File: src/rtl/inst_mem_loader.sv
// Loads a framed byte stream (len, 4*N big-endian word bytes, XOR checksum) into instruction memory.
// Word write one cycle after its 4th byte; byte_ready drops during the write cycle and outside a load.
module inst_mem_loader #(
  parameter int ADDR_W = 6
) (
  input  logic              clka,
  input  logic              rsta,
  input  logic              start,
  input  logic              byte_valid,
  input  logic [7:0]        byte_data,
  output logic              byte_ready,
  output logic              mem_wea,
  output logic [ADDR_W-1:0] mem_addra,
  output logic [31:0]       mem_dina,
  output logic              cpu_hold,
  output logic              busy,
  output logic              done,
  output logic              err
);

  typedef enum logic [2:0] {
    S_IDLE, S_LEN, S_DATA, S_WRITE, S_CHK, S_DONE, S_ERR
  } state_t;

  state_t              r_state;
  logic [ADDR_W-1:0]   r_idx;
  logic [ADDR_W-1:0]   r_last;
  logic [1:0]          r_bcnt;
  logic [31:0]         r_word;
  logic [7:0]          r_acc;
  logic                r_byte_ready;
  logic                r_mem_wea;
  logic [ADDR_W-1:0]   r_mem_addra;
  logic [31:0]         r_mem_dina;
  logic                r_cpu_hold;
  logic                r_busy;
  logic                r_done;
  logic                r_err;

  logic                w_xfer;
  logic [31:0]         w_word_nxt;
  logic [7:0]          w_acc_nxt;
  logic [ADDR_W-1:0]   w_len_lo;
  logic [ADDR_W-1:0]   w_one;

  assign w_xfer     = byte_valid & r_byte_ready;
  assign w_word_nxt = {r_word[23:0], byte_data};
  assign w_acc_nxt  = r_acc ^ byte_data;
  assign w_len_lo   = byte_data[ADDR_W-1:0];
  assign w_one      = {{(ADDR_W-1){1'b0}}, 1'b1};

  always_ff @(posedge clka or negedge rsta) begin
    if (!rsta) begin
      r_state      <= S_IDLE;
      r_idx        <= '0;
      r_last       <= '0;
      r_bcnt       <= '0;
      r_word       <= '0;
      r_acc        <= '0;
      r_byte_ready <= 1'b0;
      r_mem_wea    <= 1'b0;
      r_mem_addra  <= '0;
      r_mem_dina   <= '0;
      r_cpu_hold   <= 1'b1;
      r_busy       <= 1'b0;
      r_done       <= 1'b0;
      r_err        <= 1'b0;
    end else begin
      r_mem_wea <= 1'b0;
      case (r_state)
        S_IDLE, S_DONE, S_ERR: begin
          if (start) begin
            r_state      <= S_LEN;
            r_done       <= 1'b0;
            r_err        <= 1'b0;
            r_cpu_hold   <= 1'b1;
            r_busy       <= 1'b1;
            r_byte_ready <= 1'b1;
            r_acc        <= '0;
            r_idx        <= '0;
            r_bcnt       <= '0;
          end
        end
        S_LEN: begin
          if (w_xfer) begin
            // Storing N-1 folds the "0 means full depth" encoding into the wrap.
            r_last  <= w_len_lo - w_one;
            r_acc   <= w_acc_nxt;
            r_bcnt  <= '0;
            r_state <= S_DATA;
          end
        end
        S_DATA: begin
          if (w_xfer) begin
            r_word <= w_word_nxt;
            r_acc  <= w_acc_nxt;
            r_bcnt <= r_bcnt + 2'd1;
            if (r_bcnt == 2'd3) begin
              r_state      <= S_WRITE;
              r_byte_ready <= 1'b0;
              r_mem_wea    <= 1'b1;
              r_mem_addra  <= r_idx;
              r_mem_dina   <= w_word_nxt;
            end
          end
        end
        S_WRITE: begin
          r_idx        <= r_idx + w_one;
          r_byte_ready <= 1'b1;
          r_state      <= (r_idx == r_last) ? S_CHK : S_DATA;
        end
        S_CHK: begin
          if (w_xfer) begin
            r_byte_ready <= 1'b0;
            r_busy       <= 1'b0;
            if (byte_data == r_acc) begin
              r_state    <= S_DONE;
              r_done     <= 1'b1;
              r_cpu_hold <= 1'b0;
            end else begin
              r_state    <= S_ERR;
              r_err      <= 1'b1;
              r_cpu_hold <= 1'b1;
            end
          end
        end
        default: r_state <= S_IDLE;
      endcase
    end
  end

  assign byte_ready = r_byte_ready;
  assign mem_wea    = r_mem_wea;
  assign mem_addra  = r_mem_addra;
  assign mem_dina   = r_mem_dina;
  assign cpu_hold   = r_cpu_hold;
  assign busy       = r_busy;
  assign done       = r_done;
  assign err        = r_err;

endmodule

File: config.mk
export PLATFORM = sky130hd
export DESIGN_NAME = inst_mem_loader
export DESIGN_NICKNAME = d
export VERILOG_FILES = /design/src/rtl/inst_mem_loader.sv
export SDC_FILE = /design/constraint.sdc
export NUM_CORES = 1
export LEC_CHECK = 0
export BUFFER_PORTS_ARGS = -buffer_cell sky130_fd_sc_hd__buf_4
export CAP_MARGIN = 20
export CORE_MARGIN = 2
export CORE_UTILIZATION = 42
export DETAILED_ROUTE_END_ITERATION = 6
export GPL_ROUTABILITY_DRIVEN = 0
export PLACE_DENSITY = 0.68
export SLEW_MARGIN = 5
export SYNTH_ARGS = -nofsm -noshare
export SYNTH_HDL_FRONTEND = slang
export SYNTH_SLANG_ARGS = --single-unit
File: constraint.sdc
create_clock -name clka -period 3.83 [get_ports clka]
set_input_delay 0.1915 -clock clka [delete_from_list [all_inputs] [get_ports clka]]
set_output_delay 0.1915 -clock clka [all_outputs]
set_load 0.01 [all_outputs]
# ---- Yosys cells after proc, flatten, opt, wreduce, memory -nomap -nowiden
# Index checks and enable logic that the tools add are counted.
dict set report totals {
  ff_bits 93
  out_inout_bits 44
}
dict set report classes {
  add_sub_neg 3
  n_mux 36
  n_reduce_logical 19
  n_bitwise 2
  n_eq_ne 17
}
# operator n
set op_table {}
lappend op_table {{$mux 3} 6}
lappend op_table {{$mux 8} 2}
lappend op_table {{$pmux 8 s2} 1}
lappend op_table {{$pmux 3 s5} 1}
lappend op_table {{$mux 1} 14}
lappend op_table {{$ne 2x2->1 const B} 7}
lappend op_table {{$pmux 6 s2} 1}
lappend op_table {{$reduce_and 4->1} 3}
lappend op_table {{$reduce_and 5->1} 2}
lappend op_table {{$eq 3x3->1 const B} 3}
lappend op_table {{$reduce_and 3->1} 3}
lappend op_table {{$eq 8x8->1} 1}
lappend op_table {{$mux 2} 4}
lappend op_table {{$pmux 1 s2} 4}
lappend op_table {{$xor 8x8->8} 1}
lappend op_table {{$add 6x1->6 const B} 1}
lappend op_table {{$eq 3x2->1 const B} 2}
lappend op_table {{$eq 6x6->1} 1}
lappend op_table {{$mux 6} 1}
lappend op_table {{$pmux 2 s3} 1}
lappend op_table {{$reduce_and 2->1} 3}
lappend op_table {{$reduce_bool 2->1} 3}
lappend op_table {{$sub 6x1->6 const B} 1}
lappend op_table {{$pmux 1 s4} 1}
lappend op_table {{10 further kinds} 10}

# ---- Logic depth before layout (Yosys ltp)
# Gate-level depths: netlist of run 1.
dict set report logic_depth {
  word_depth 4
  depth_mapped 7
  depth_no_buf 5
}

# ---- Worst setup path after synthesis of run 1
# No wires, ideal clock.
dict set report synth_timing {
  kind {flip-flop to flip-flop}
  start {register r_state[1]}
  end {register r_idx[2]}
  arrival_time_ns 1.518
  synth_period_minus_slack_ns 1.642
  stages_incl_launch_ff 6
  path_slack_ns 2.188
  path_cell_list {dfrtp_1 -> buf_6 -> or3_2 -> o21ai_0 -> a21oi_1 -> a211o_1}
}
dict set report synth_via {
  elab_chain_cells 4
}
# item line
set synth_rtl {}
lappend synth_rtl {{start: declaration} 25} ;# state_t r_state;
lappend synth_rtl {{start signal: assignment} 110} ;# r_state <= (r_idx == r_last) ? S_CHK : S_DATA;
lappend synth_rtl {{$eq 3x3->1 / $logic_not 3->1 (equally long branches)} 70} ;# case (r_state)
lappend synth_rtl {{$reduce_or 3->1} 70}
lappend synth_rtl {{$ne 2x2->1 (no line) / $reduce_bool 2->1 (equally long branches)} n/a}
lappend synth_rtl {{$reduce_and 2->1 (no line)} n/a}
lappend synth_rtl {{end signal: assignment} 108} ;# r_idx <= r_idx + w_one;
lappend synth_rtl {{end: declaration} 26} ;# logic [ADDR_W-1:0] r_idx;
# Several ways; a longest one is shown, not always the timed one.
# A chain may end at the register's enable or synchronous reset.

# ---- Worst setup path after layout of run 1
dict set report layout_timing {
  start {register r_state[1]}
  end {register r_mem_dina[8], in the netlist mem_dina[8]}
}
dict set report layout_via {
  elab_chain_cells 2
}
# item line
set layout_rtl {}
lappend layout_rtl {{$eq 3x2->1} 70}
lappend layout_rtl {{$reduce_and 3->1 (no line)} n/a}
lappend layout_rtl {{end signal: assignment} 103} ;# r_mem_dina <= w_word_nxt;
lappend layout_rtl {{end: declaration} 34} ;# logic [31:0] r_mem_dina;
# Every way passes these cells.

==> results.cfg, run 1 <==
[global_route]
antenna_found_initial = 0
grt_max_degree = 69
grt_pass1_wl_um = 12850
grt_overflow_total = 0
grt_pass1_vias = 2529
track_usage = 0.1594

[cells_and_area]
nets = 398
multiInputGateArea_mm2 = 0.001685
layout_commonest_cell = dfrtp_1
final_cell_mix = 92 x dfrtp_1, 62 x mux2_2, 57 x buf_4
drive_above_1_share = 0.3711
syn2layout_area_growth_pct = 17.75
fill_cells = 883
fin_cells = 521
n_antenna_cell = 0
register_area_mm2 = 0.002328

[timing]
rsz0062_at_grt = false
clock_skew_ns = 0.009622
hold_viol_final = 0
fin_setup_tns_ns = 0
finalSetupViolCount = 0
fin_crit_sh = 0.6720
whs_ns = 0.1023
relSlewSlack = 0.3145
setup_slack_ns = 1.256
fmax_ghz = 0.3886
worst_slew_pin_slew_ns = 1.026
drv_slew = 0
fin_crit_ns = 2.574

[worst_setup_path]
max_stage_delay_ns = 0.67
slowest_stage = dfrtp_1
cp.required_ns = 4.09
path_cells = inv_1, nor3_4, nand3_2, buf_4, mux2_2
start_kind = register
critPathKind = register to register
worstPathMaxFanout = 26
cp-end-kind = register
arrival_ns = 2.83

[floorplan]
rows = 36
die-width_um = 103.3
dieArea_mm2 = 0.01068
die_h_um = 103.3
core_mm2 = 0.009684
initial_core_util = 0.4280
pin_count = 56

[placed_design]
place_hpwl_um = 5277
place_ws_ns = 1.240
port_buffers = 55
dp.cells = 504

[route]
dr.pass1.iters = 4
ant_nets = 0
drc = 0
routed_wl_um = 7890
dr_total_vias = 2671
wire_per_inst_um = 15.14
drtIter0Drc = 223
vias_per_cell = 5.127

[logic_synthesis]
syn_nets = 347
ys_seq_area_frac = 0.5617
post_synth_instance_area_mm2 = 0.004145
ys_ff_latch = 93
yosys_warnings = 0
synth_cell_types = 47
synthCells = 332
ys_async_sr_fraction = 1.000
synth_ff_type = dfrtp_1
syn_area_per_cell_um2 = 12.49
synth_edf_count = 0

[cts]
clockRootBuffer = clkbuf_8
worstSkewPairLatency_ns = 0.37
post_cts_resized = 0
cts-htree-levels = 3
clockBufferDepth = 2
cts_sinks = 93
post_cts_buffers = 0
numCtsBuffers = 9
cts_tree = done
clkTransAtPathRegs_ns = 0.10

[status]
run_status = completed

[worst_hold_path]
hp-class = primary input to register

[power_and_ir_drop]
leakage_nw = 2.561
peakVddDrop_uv = 148.3
powerDensity_mw_per_mm2 = 366.2

[flow_run]
cap_violations = 0
## stage by stage
| stage | power (mW) | area (µm²) | util |
|---|---|---|---|
| 2_1_floorplan | 1.018 | 4145 | - |
| 6_report | 1.787 | 4881 | 0.5040 |
| 3_3_place_gp | 1.057 | 4642 | 0.4793 |
| 5_1_grt | 1.857 | 4881 | 0.5040 |
| 4_1_cts | 1.807 | 4881 | 0.5040 |
| 3_5_place_dp | 1.057 | 4642 | 0.4793 |
## cells in the mapped netlist (5+ instances only)
library cell | n | area (µm²)
dfrtp_1 | 92 | 2302
mux2_2 | 62 | 698.2
nand2_1 | 31 | 116.4
a21oi_1 | 16 | 80.08
xor2_1 | 15 | 131.4
o21ai_0 | 14 | 70.07
inv_1 | 9 | 33.78
a31oi_1 | 8 | 50.05
buf_2 | 7 | 35.03
clkbuf_1 | 7 | 26.28
xnor2_1 | 6 | 52.55
a21o_1 | 5 | 37.54
nand3_1 | 5 | 25.02
## per-layer routing
metal,GRT usage,wire [µm]
met1,0.2104,3693
met2,0.2491,3786
met3,0.02688,230
met4,0.09109,180
met5,0,0
## worst paths after layout
path	from	to	slack (ns)	depth (start not counted)
max	r_state[1]	mem_dina[8]	1.26	5
min	byte_data[0]	r_last[0]	0.10	2
max reg2reg	r_state[1]	mem_dina[8]	1.26	5
min reg2reg	busy	busy	0.49	1
max in group asynchronous	rsta	cpu_hold	2.46	3
min in group asynchronous	rsta	mem_dina[4]	0.45	2
## where the power goes
group          switching, mW  total, mW  internal (mW)  leakage, nW
Clock                  0.359      0.750          0.391        0.118
Combinational         0.0381     0.0548         0.0167         1.18
Sequential          0.000260      0.982          0.982         1.27
## critical path, delay by kind of cell (launching register included)
| kind | cells | cell delay, ns |
|---|---|---|
| AND/OR/NAND/NOR | 2 | 0.82 |
| buffers and inverters | 2 | 0.69 |
| multiplexers | 1 | 0.28 |
| flip-flops | 1 | 0.67 |
## cell type report
type                       count  share of cell area
sequential                    93              0.4771
clock inverter                 6             0.01871
timing repair buffer          58             0.08972
multi-input combinational    212              0.3453
inverter                       9            0.006921
tap                          133             0.03409
clock buffer                  10             0.02820
## logic make-up (layout without fill, tap and decap cells)
| kind of cell | after synthesis | in the layout | synth area share |
|---|---|---|---|
| compound gates | 59 | 59 | 0.09086 |
| buf+inv | 27 | 83 | 0.03290 |
| xor+xnor | 21 | 21 | 0.04437 |
| fa+ha+maj | 3 | 3 | 0.009056 |
| flops | 93 | 93 | 0.5617 |
| simple gates | 64 | 64 | 0.08512 |
| mux | 65 | 65 | 0.1760 |
## flip-flops by register name, indices dropped and copies added, names as in the netlist, 2 cells and up
name,count
r_acc,8
r_idx,6
r_state,3
mem_dina,32
r_last,6
r_word,24
r_bcnt,2
mem_addra,6
## what timing repair did
item | in CTS | in global routing
hold buffers | 1 | 0
setup endpoints to repair | 0 | 0
endpoints found under the hold margin | 67 | 0
No activity file was read; power rests on OpenSTA's default activity.
==> inputs of run 2 (changes only) <==
--- a/config.mk
+++ b/config.mk
@@ -5,6 +5,7 @@
 export SDC_FILE = /design/constraint.sdc
 export NUM_CORES = 1
 export LEC_CHECK = 0
+export ABC_AREA = 1
 export BUFFER_PORTS_ARGS = -buffer_cell sky130_fd_sc_hd__buf_4
 export CAP_MARGIN = 20
 export CORE_MARGIN = 2
==> constraint.sdc (replaced) <==
create_clock -name clka -period 2.6 [get_ports clka]
set_input_delay 0.13 -clock clka [delete_from_list [all_inputs] [get_ports clka]]
set_output_delay 0.13 -clock clka [all_outputs]
set_load 0.01 [all_outputs]
==> run 2 against run 1 <==
Final cell count is 30% higher. Clock skew is 0.00098 ns lower. Worst hold slack worse by 0.079 ns. Synthesized area is 3.7% higher. Sequential power is 130% higher. Register-to-register slack worse by 0.51 ns. Non-clock buffer count is 4 higher. Fmax is 39% higher. Global-route usage is 1.1 points higher.
==> results.cfg, run 2 <==
[worst_setup_path]
startpoint = byte_ready
start_kind = register
arrival_ns = 2.14
r2r_slack_ns = 0.75
critPathKind = register to register
cp-endpoint = mem_addra[0]
cp-end-kind = register
cp.required_ns = 2.88
rr_endpoint = mem_addra[0]
worstPathMaxFanout = 28
reg2regPathDepth = 8
r2r-start = byte_ready

[global_route]
antenna_found_initial = 0
grt_max_degree = 53
grt_pass1_wl_um = 15240
met2_usage = 0.2653
track_usage = 0.1707
met3_usage = 0.03805
grt_pass1_vias = 3233
met1_usage = 0.2373
grt_overflow_total = 0
grt-busiest-layer = met2

[floorplan]
die-width_um = 105.1
dieArea_mm2 = 0.01106
rows = 36
pin_count = 56
core_mm2 = 0.009864
die_h_um = 105.1
initial_core_util = 0.4356

[logic_synthesis]
synth_edf_count = 0
synthTopCellsByArea = dfrtp_1 54%, nand2_1 15%, o21ai_2 8.2%, inv_1 5.2%, o21ai_0 4.7%
yosysMostFrequentCell = nand2_1
ys_ff_latch = 93
ys_top_cells_by_count = 167 x nand2_1, 92 x dfrtp_1, 59 x inv_1
syn_area_per_cell_um2 = 8.896
synth_top_area_frac = 0.5358
synth_ff_type = dfrtp_1
synth_cell_types = 30
ys_seq_area_frac = 0.5419
post_synth_instance_area_mm2 = 0.004297
yosys_warnings = 0
syn_nets = 498
synthCells = 483
yosys.area.top_type = dfrtp_1
ys_async_sr_fraction = 1.000

[power_and_ir_drop]
p_int_mw = 3.175
clkPwrFrac = 0.189
peakVddDrop_uv = 390.3
leakage_nw = 2.587
powerDensity_mw_per_mm2 = 1032
power_frac_comb = 0.377
p_sw_frac = 0.3884
sequentialPowerShare = 0.434
p_switching_mw = 2.016

[route]
dr.pass1.iters = 4
drc = 0
dr_total_vias = 3218
routed_wl_um = 8502
ant_nets = 0
drtIter0Drc = 168
vias_per_cell = 4.746
wire_per_inst_um = 12.54

[timing]
worst_slew_pin_slew_ns = 0.6550
relSlewSlack = 0.5633
hold_viol_final = 0
clock_skew_ns = 0.008641
rsz0062_at_grt = false
fin_crit_ns = 1.852
fmax_ghz = 0.5398
fin_setup_tns_ns = 0
fin_crit_sh = 0.7125
drv_slew = 0
finalSetupViolCount = 0

[cts]
clkTransAtPathRegs_ns = 0.09
clockRootBuffer = clkbuf_8
numCtsBuffers = 9
clockBufferDepth = 2
cts_tree = done
cts-htree-levels = 3
cts_sinks = 93
worstSkewPairLatency_ns = 0.35

[worst_hold_path]
hp-class = primary input to register
holdPathStages = 3

[cells_and_area]
syn2layout_area_growth_pct = 17.09
utilization = 0.5100
n_antenna_cell = 0
fin_cells = 678
fill_cells = 942
drive_above_1_share = 0.2367
largest_reg_flops = 32
layout_commonest_cell = nand2_1
nets = 556
final_cell_mix = 167 x nand2_1, 92 x dfrtp_1, 59 x inv_1

[placed_design]
port_buffers = 55
dp.cells = 661
place_hpwl_um = 6068

[status]
run_status = completed

[flow_run]
cap_violations = 0
==> run 2: layer usage <==
metal  wire, µm  part of all wire
met1       4085              0.48
met2       3936              0.46
met3        384             0.045
met4         94             0.011
met5          0                 0
==> run 2: kinds of logic after synthesis <==
family | synth area share
adder cells (fa/ha/maj) | 0.008737
AND/OR/NAND/NOR | 0.2152
XOR/XNOR | 0.008153
buffers and inverters | 0.08532
AO/OA/AOI/OAI | 0.1407
flip-flops | 0.5419
==> run 2: worst min path at each step <==
stage                       startpoint            to  slack [ns]
after floorplan                   rsta          busy       -0.17
after global placement            rsta  mem_dina[21]        0.21
after detailed placement          rsta  mem_dina[21]        0.21
after CTS                 byte_data[1]     r_word[1]        0.01
after global routing      byte_data[0]     r_word[0]        0.04
final                     byte_data[7]     r_word[7]        0.02
==> run 2: critical path, stage by stage, from the launching register on <==
cell and delay, ns:
dfrtp_1 0.39, nand2_1 0.32, nor2_8 0.07, inv_2 0.21
nor2_8 0.07, inv_4 0.29, buf_4 0.29, nand2_1 0.09
o21ai_2 0.06
==> run 2: power groups by stage <==
| stage | clock, mW | combinational [mW] | sequential (mW) |
|---|---|---|---|
| 5_1_grt | 1.06 | 2.27 | 2.32 |
| 4_1_cts | 1.00 | 1.98 | 2.25 |
| 3_5_place_dp | 0 | 1.97 | 2.28 |
| 3_3_place_gp | 0 | 1.91 | 2.26 |
| 6_report | 0.980 | 1.96 | 2.25 |
| 2_1_floorplan | 0 | 1.42 | 2.26 |
==> run 2: timing repair <==
action	in CTS	in global routing
hold endpoints to repair	52	0
buffers inserted	0	0
hold buffers	2	0
gates resized for setup	0	0
==> run 2: final cells by class <==
type | instances | area, µm² | area share
multi-input cells | 312 | 1602 | 0.3183
inverters | 63 | 239.0 | 0.04750
well taps | 133 | 166.4 | 0.03308
flip-flops and latches | 93 | 2328 | 0.4628
clock inverters | 3 | 45.04 | 0.008953
clock buffers | 12 | 155.1 | 0.03084
repair buffers | 62 | 495.5 | 0.09848
==> run 2: per-stage QoR <==
step	setup slack (ns)	power, mW	hold slack [ns]	cell area [µm²]
6_report	0.7476	5.191	0.02295	5031
4_1_cts	0.7197	5.237	0.009887	5031
5_1_grt	0.5612	5.647	0.03775	5031
2_1_floorplan	1.126	3.681	-0.1656	4297
3_3_place_gp	0.7764	4.171	0.2092	4811
3_5_place_dp	0.7291	4.246	0.2112	4811
==> inputs of run 3 (changes only) <==
==> constraint.sdc (replaced) <==
create_clock -name clka -period 1.75 [get_ports clka]
set_input_delay 0.0875 -clock clka [delete_from_list [all_inputs] [get_ports clka]]
set_output_delay 0.0875 -clock clka [all_outputs]
set_load 0.01 [all_outputs]
==> run 3 against run 2 <==
Via count up 2.9%. Critical path depth is 1 higher. Flip-flop and latch count unchanged.
==> results.cfg, run 3 (synthesized netlist as in run 2, its figures left out) <==
[status]
run_status = completed

[timing]
setup_slack_ns = 0.1341
fin_crit_ns = 1.616
fin_crit_sh = 0.9234
drv_slew = 0
clock_skew_ns = 0.01077
finalSetupViolCount = 0
relSlewSlack = 0.5999
rsz0062_at_grt = false
worst_slew_pin_slew_ns = 0.6002
fmax_ghz = 0.6189
hold_viol_final = 0

[cts]
clockBufferDepth = 2
cts-htree-levels = 3
clkTransAtPathRegs_ns = 0.09
worstSkewPairLatency_ns = 0.37
numCtsBuffers = 9
cts_tree = done
clockRootBuffer = clkbuf_8
post_cts_buffers = 0
cts_sinks = 93

[route]
vias_per_cell = 4.749
drtIter0Drc = 146
drc = 0
dr_total_vias = 3310
ant_nets = 0
dr.pass1.iters = 4
routed_wl_um = 8786
wire_per_inst_um = 12.61

[worst_setup_path]
arrival_ns = 1.91
critPathKind = register to register
cp.required_ns = 2.04
worstPathMaxFanout = 20
r2r-start = r_state[0]
cp-end-kind = register
start_kind = register
startpoint = r_state[0]

[cells_and_area]
n_antenna_cell = 0
fin_cells = 697
largest_reg_flops = 32
syn2layout_area_growth_pct = 21.23
drive_above_1_share = 0.2553
layout_commonest_cell = nand2_1
final_cell_mix = 167 x nand2_1, 92 x dfrtp_1, 69 x buf_4
nets = 574

[power_and_ir_drop]
powerDensity_mw_per_mm2 = 1546
leakage_nw = 2.689
peakVddDrop_uv = 830.9

[placed_design]
place_hpwl_um = 6304
dp.cells = 672
port_buffers = 55
place_ws_ns = -0.001304

[global_route]
grt_max_degree = 71
grt_pass1_vias = 3125
track_usage = 0.1727
grt_pass1_wl_um = 15090
antenna_found_initial = 0
grt_overflow_total = 0

[floorplan]
die_h_um = 105.1
core_mm2 = 0.009864
dieArea_mm2 = 0.01106
pin_count = 56
rows = 36
die-width_um = 105.1
initial_core_util = 0.4356

[worst_hold_path]
min_from = start
hp-class = primary input to register

[flow_run]
cap_violations = 0
[run 3: changes by cell type in the layout (fill, tap and decap cells not counted), sizes merged]
cell / delta
buf: +11
clkbuf: -2
clkinv: +3
clkinvlp: -2
dlygate4sd3: +7
inv: +2
[run 3: path summary, 6_finish.rpt]
kind,slack (ns),to,depth (start not counted)
hold / removal,0.03,busy,3
hold reg to reg,0.48,mem_dina[27],2
max in group asynchronous,0.88,mem_addra[3],3
setup / recovery,0.13,r_bcnt[1],9
setup reg to reg,0.13,r_bcnt[1],9
min in group asynchronous,0.26,mem_dina[30],2
[run 3: layer usage]
metal / routed length, µm / global-route usage / share of wire
met5: 0 / 0 / 0
met3: 224 / 0.02495 / 0.025
met1: 4247 / 0.2385 / 0.48
met2: 4167 / 0.2690 / 0.47
met4: 146 / 0.08000 / 0.017
[run 3: through the flow]
stage	TNS, ns	hold WS [ns]	total power [mW]	cell area [µm²]	util
final	0	0.02616	8.052	5209	0.5280
after global routing	0	0.03995	8.719	5209	0.5280
after CTS	0	0.01207	8.093	5192	0.5264
after detailed placement	-0.001304	0.1390	6.561	4893	0.4961
after global placement	0	0.1333	6.441	4893	0.4961
after floorplan	0	-0.2081	5.468	4297	-
[run 3: worst max-delay path, stage by stage (launching register included)]
cell and delay, ns:
dfrtp_1 0.40, buf_4 0.16, nand2_1 0.13, nand3_1 0.16, nand3_2 0.13, inv_1 0.09
o21ai_2 0.16, buf_12 0.18, nand2_1 0.06, o21ai_1 0.08
[run 3: area by class of cell]
cell class | instances | area [µm²]
fill | 934 | 4656
sequential | 93 | 2328
clock buffer | 10 | 137.6
multi-input combinational | 312 | 1615
tap | 133 | 166.4
inverter | 63 | 244.0
timing repair buffer | 80 | 648.1
clock inverter | 6 | 68.82
[run 3: where the power goes]
group | switching [mW] | total [mW] | internal, mW
logic | 1.92 | 3.24 | 1.32
registers | 0.431 | 3.31 | 2.88
clock network | 0.782 | 1.49 | 0.712
[run 3: repair_timing]
item | in CTS | in global routing
gates resized for setup | 1 | 4
hold buffers | 9 | 0
setup endpoints to repair | 19 | 13
hold endpoints to repair | 49 | 0
